<file path="src/rtl/cache_line_fetcher.sv">
// Miss-fill engine: turns one line tag into one AXI4 INCR read burst and streams
// the returned beats through a 2-entry buffer with per-beat error and last flags.
module cache_line_fetcher #(
  parameter int                    TAGS_WIDTH     = 48,
  parameter int                    CACHE_SIZE     = 512,
  parameter int                    DATA_PORT_SIZE = 512,
  parameter int                    ADDR_WIDTH     = 64,
  parameter logic [ADDR_WIDTH-1:0] BASE_ADDR      = '0
) (
  input  logic                      clk,
  input  logic                      rst,
  input  logic                      req_tvalid,
  output logic                      req_tready,
  input  logic [TAGS_WIDTH-1:0]     req_tdata,
  output logic                      resp_tvalid,
  input  logic                      resp_tready,
  output logic [DATA_PORT_SIZE-1:0] resp_tdata,
  output logic                      resp_tlast,
  output logic                      resp_terr,
  output logic [ADDR_WIDTH-1:0]     m_axi_araddr,
  output logic [7:0]                m_axi_arlen,
  output logic [2:0]                m_axi_arsize,
  output logic [1:0]                m_axi_arburst,
  output logic                      m_axi_arvalid,
  input  logic                      m_axi_arready,
  input  logic [DATA_PORT_SIZE-1:0] m_axi_rdata,
  input  logic [1:0]                m_axi_rresp,
  input  logic                      m_axi_rlast,
  input  logic                      m_axi_rvalid,
  output logic                      m_axi_rready,
  output logic                      busy,
  output logic [15:0]               err_count
);
  localparam int         NBEATS     = CACHE_SIZE / DATA_PORT_SIZE;
  localparam int         LINE_SHIFT = $clog2(CACHE_SIZE / 8);
  localparam int         BEAT_LOG   = $clog2(DATA_PORT_SIZE / 8);
  localparam logic [7:0] LAST_BEAT  = 8'(NBEATS - 1);

  typedef enum logic [1:0] {S_IDLE, S_ADDR, S_DATA} state_t;
  typedef struct packed {
    logic [DATA_PORT_SIZE-1:0] data;
    logic                      err;
    logic                      last;
  } beat_t;

  state_t                  state_q, state_d;
  logic [ADDR_WIDTH-1:0]   araddr_q, araddr_d;
  logic [7:0]              beat_cnt_q, beat_cnt_d;
  beat_t [1:0]             buf_q, buf_d;
  logic                    wr_ptr_q, wr_ptr_d;
  logic                    rd_ptr_q, rd_ptr_d;
  logic [1:0]              cnt_q, cnt_d;
  logic [15:0]             err_count_q, err_count_d;
  logic                    live_q, live_d;

  logic [ADDR_WIDTH-1:0]   req_addr;
  logic                    push, pop, beat_last;
  logic [1:0]              ev;
  logic [16:0]             err_sum;

  assign m_axi_arlen   = LAST_BEAT;
  assign m_axi_arsize  = 3'(BEAT_LOG);
  assign m_axi_arburst = 2'b01;
  assign m_axi_araddr  = araddr_q;
  assign m_axi_arvalid = (state_q == S_ADDR);
  assign m_axi_rready  = (state_q == S_DATA) && (cnt_q != 2'd2);
  // live_q keeps req_tready low while reset is held, since IDLE+empty is the reset state
  assign req_tready    = live_q && (state_q == S_IDLE) && (cnt_q == 2'd0);
  assign resp_tvalid   = (cnt_q != 2'd0);
  assign resp_tdata    = buf_q[rd_ptr_q].data;
  assign resp_terr     = buf_q[rd_ptr_q].err;
  assign resp_tlast    = buf_q[rd_ptr_q].last;
  assign busy          = (state_q != S_IDLE) || (cnt_q != 2'd0);
  assign err_count     = err_count_q;

  assign req_addr  = BASE_ADDR + (ADDR_WIDTH'(req_tdata) << LINE_SHIFT);
  assign push      = m_axi_rvalid && m_axi_rready;
  assign pop       = resp_tvalid && resp_tready;
  assign beat_last = (beat_cnt_q == LAST_BEAT);

  always_comb begin
    state_d     = state_q;
    araddr_d    = araddr_q;
    beat_cnt_d  = beat_cnt_q;
    buf_d       = buf_q;
    wr_ptr_d    = wr_ptr_q;
    rd_ptr_d    = rd_ptr_q;
    cnt_d       = cnt_q;
    err_count_d = err_count_q;
    live_d      = 1'b1;
    ev          = 2'd0;
    err_sum     = 17'd0;

    unique case (state_q)
      S_IDLE: if (req_tvalid && req_tready) begin
        araddr_d = req_addr;
        state_d  = S_ADDR;
      end
      S_ADDR: if (m_axi_arready) begin
        beat_cnt_d = 8'd0;
        state_d    = S_DATA;
      end
      S_DATA: if (push) begin
        beat_cnt_d = beat_cnt_q + 8'd1;
        if (beat_last) state_d = S_IDLE;
      end
      default: state_d = S_IDLE;
    endcase

    // tlast comes from the beat counter; rlast only feeds the error counter
    if (push) begin
      buf_d[wr_ptr_q] = '{data: m_axi_rdata, err: (m_axi_rresp != 2'b00), last: beat_last};
      wr_ptr_d = ~wr_ptr_q;
      ev       = 2'(m_axi_rresp != 2'b00) + 2'(m_axi_rlast != beat_last);
      err_sum  = {1'b0, err_count_q} + 17'(ev);
      err_count_d = err_sum[16] ? 16'hFFFF : err_sum[15:0];
    end
    if (pop) rd_ptr_d = ~rd_ptr_q;

    unique case ({push, pop})
      2'b10:   cnt_d = cnt_q + 2'd1;
      2'b01:   cnt_d = cnt_q - 2'd1;
      default: cnt_d = cnt_q;
    endcase
  end

  always_ff @(posedge clk) begin
    if (rst) begin
      state_q     <= S_IDLE;
      araddr_q    <= '0;
      beat_cnt_q  <= 8'd0;
      buf_q       <= '0;
      wr_ptr_q    <= 1'b0;
      rd_ptr_q    <= 1'b0;
      cnt_q       <= 2'd0;
      err_count_q <= 16'd0;
      live_q      <= 1'b0;
    end else begin
      state_q     <= state_d;
      araddr_q    <= araddr_d;
      beat_cnt_q  <= beat_cnt_d;
      buf_q       <= buf_d;
      wr_ptr_q    <= wr_ptr_d;
      rd_ptr_q    <= rd_ptr_d;
      cnt_q       <= cnt_d;
      err_count_q <= err_count_d;
      live_q      <= live_d;
    end
  end
endmodule

</file>
<file path="config.mk">
export PLATFORM = sky130hd
export DESIGN_NAME = cache_line_fetcher
export DESIGN_NICKNAME = d
export VERILOG_FILES = /design/src/rtl/cache_line_fetcher.sv
export SDC_FILE = /design/constraint.sdc
export NUM_CORES = 2
export LEC_CHECK = 0
export CAP_MARGIN = 20
export CORE_AREA = 4 4 458 460
export DETAILED_ROUTE_END_ITERATION = 10
export DIE_AREA = 0 0 462 464
export PLACE_DENSITY = 0.49
export SETUP_SLACK_MARGIN = 0.02
export SLEW_MARGIN = 20
export SYNTH_ARGS = -nofsm -noshare
export SYNTH_HDL_FRONTEND = slang
export SYNTH_SLANG_ARGS = --single-unit
</file>
<file path="constraint.sdc">
create_clock -name clk -period 3.6 [get_ports clk]
set_clock_uncertainty 0.1 [all_clocks]
set_input_delay 1.08 -clock clk [delete_from_list [all_inputs] [get_ports clk]]
set_output_delay 1.08 -clock clk [all_outputs]
set_load 0.1 [all_outputs]
</file>
==> results.toml <==
[timing]
hold_viol_final = 0
max_clock_freq_mhz = 280
rsz0062_at_grt = "true"
drv_slew = 0
setup_slack_ns = 0.0330
period_share_pct = 99.1
max-slew-margin-rel_pct = 49.9
tightest_slew_ns = 0.752
final-setup-viol-count = 0
fin_crit_ns = 3.57
fin_hold_ws_ns = 0.349

[finish]
final_net_count = 7090
utilization_pct = 33.2
drive_gt1_share_pct = 22.9
area_delta_synth_final_pct = 54.3

[placement]
place_hpwl_um = 137000
post-place-ws_ns = -0.0546
place_congestion = 0.833
port_buffers = 1151

[setup_path]
critPathCaptureType = "primary output"
slowest_delay_ns = 0.41
crit_path_cell_trace = "buf_16, buf_16, mux2_2, buf_12"
critical_path_class = "reg2out"
critPathLaunchType = "flop"
critPathTopFamily = "buffers and inverters"
crit_top_cell = "buf_16"
crit_fanout = 29
cp.required_ns = 2.42
arrival_ns = 2.39
critPathSlowestCell = "dfxtp_4"
critPathBufInv = 3

[floorplan]
die_w_um = 462
die_area_um2 = 214000
core_area_um2 = 206000
fp.dieH_um = 464
pin_count = 1181
rows = 167
initial_utilization_pct = 21.5

[global_route]
grt_usage_pct = 17.1
grt-ovfl-total = 0
first_global_vias = 40737
antenna_found_initial = 61
grt_max_degree = 94
grt_pass1_wl_um = 277000

[clock_tree]
postCtsHoldBufs = 0
clock_latency_ns = 0.76
clk_pin_slew_worst_paths_ns = 0.06
cts_root_buf = "clkbuf_16"
cts_buffer_depth = 3
cts_sinks = 1107
cts_tree = "built"
htree_num_levels = 4
cts_buffers = 135

[power_and_ir_drop]
ir_drop_mv = 0.448
leakagePower_nw = 24.2
p_per_area_nw_per_um2 = 435

[logic_synthesis]
synth_flop_cell = "dfxtp_1"
synthCells = 5454
synth_cell_types = 47
synth_area_um2 = 44300
synth_seq_area_share_pct = 50.0
ys_ff_latch = 1107
avgSynthCellArea_um2 = 8.13
async_reset_ff_share_pct = 0
synth_edf_count = 0
yosys_warnings = 0

[route]
first_iter_violations = 2667
viasPerCell = 4.43
firstDrtPassIters = 5
wl_per_cell_um = 20.7
vias = 41345
drc_errors = 0
ant_nets = 0
routed_wirelength_um = 193000

[min_path]
hold_path_class = "reg2reg"

[outcome]
status = "completed"

[flow_run]
cap_violations = 0
==> cell type report <==
type / count / area (µm²)
well taps: 2704 / 3380
clock buffers: 196 / 3930
flip-flops and latches: 1107 / 22200
repair buffers: 1352 / 18000
diodes: 24 / 60.1
clock inverters: 25 / 304
inverters: 11 / 41.3
multi-input cells: 3909 / 20500
fillers: 20978 / 138000
==> through the flow <==
stage	cells	TNS [ns]	instance area, µm²	total power [W]
2_1_floorplan	5481	0	44400	0.0148
3_3_place_gp	9054	-0.429	63200	0.0165
3_5_place_dp	9054	-0.168	63200	0.0166
4_1_cts	9290	-5.90	67900	0.0301
5_1_grt	9312	-1.95	68400	0.0307
6_report	9328	0	68400	0.0297
==> state kept, by name, indices dropped and copies added (netlist names) <==
| register | count |
|---|---|
| buf_q | 1028 |
| m_axi_araddr | 48 |
| err_count | 16 |
| beat_cnt_q | 8 |
| cnt_q | 2 |
| state_q | 2 |
| live_q | 1 |
| rd_ptr_q | 1 |
| wr_ptr_q | 1 |
==> cell usage after synthesis (3+ instances only) <==
cell,instances,share of area [%]
nand2_1,2162,18
mux2_2,514,13
o21ai_0,6,0.068
xnor2_1,8,0.16
inv_1,11,0.093
a31oi_1,8,0.11
or3_1,6,0.085
nor2_1,10,0.085
buf_2,104,1.2
buf_4,29,0.49
nand4_1,5,0.071
or2_2,3,0.042
clkbuf_1,311,2.6
and3_1,3,0.042
nor4_1,4,0.056
a211oi_1,3,0.051
o31ai_1,6,0.10
and2_1,3,0.042
buf_1,8,0.068
nor3_1,4,0.045
or4_1,7,0.12
nand3_1,9,0.10
a21oi_1,1088,12
nor2b_1,3,0.042
ha_1,4,0.11
dfxtp_1,1107,50
==> logic make-up (layout without fill, tap and decap cells) <==
family,count (synthesis),in the layout,share of synthesized area [%]
adder cells (fa/ha/maj),5,5,0.158
XOR/XNOR,10,10,0.198
AO/OA/AOI/OAI,1119,1119,12.8
AND/OR/NAND/NOR,2230,2230,19.3
multiplexers,516,516,13.1
buffers and inverters,465,1584,4.51
flip-flops,1107,1107,50.0
other,2,53,0.0169
==> metal layers <==
metal	track usage (%)	vias to the layer above	wire length (µm)
met3	6.23	273	15900
met4	4.14	58	3840
met5	0	-	358
met2	28.7	1167	91700
li1	-	20002	-
met1	20.7	19845	81300
==> timing repair <==
item                       in CTS  in global routing
setup endpoints to repair     425                225
buffers inserted                8                  7
gates cloned                    7                  7
gates resized for setup        34                 67
pin swaps                       0                 10
==> layout by cell type (no fill, tap or decap), types with 10 or more instances in the layout <==
| master | count |
|---|---|
| a21oi_1 | 1088 |
| buf_12 | 470 |
| buf_16 | 15 |
| buf_4 | 260 |
| buf_6 | 25 |
| clkbuf_1 | 33 |
| clkbuf_16 | 145 |
| clkbuf_8 | 24 |
| clkdlybuf4s50_1 | 567 |
| clkinv_2 | 11 |
| conb_1 | 29 |
| dfxtp_1 | 1104 |
| diode_2 | 24 |
| mux2_2 | 485 |
| mux2_4 | 29 |
| nand2_1 | 2162 |
| nor2_1 | 10 |
==> power by group <==
group / switching [W] / internal [W] / total [W]
sequential: 0.0000816 / 0.0124 / 0.0125
clock: 0.00547 / 0.00783 / 0.0133
combinational: 0.00245 / 0.00148 / 0.00393
total: 0.00800 / 0.0217 / 0.0297
==> tightest hold or removal path, delay by kind of cell, from the launching register on <==
kind / cells / cell delay (ns)
flip-flops: 1 / 0.30
AND/OR/NAND/NOR: 1 / 0.05
AO/OA/AOI/OAI: 1 / 0.05
==> path summary, 6_finish.rpt <==
path | startpoint | end | slack [ns] | cells past startpoint
max | rd_ptr_q | resp_tdata[217] | 0.03 | 4
min reg2reg | buf_q[53] | buf_q[53] | 0.35 | 2
min | buf_q[53] | buf_q[53] | 0.35 | 2
max reg2reg | beat_cnt_q[1] | err_count[10] | 0.12 | 13
No activity file was read; power rests on OpenSTA's default activity.
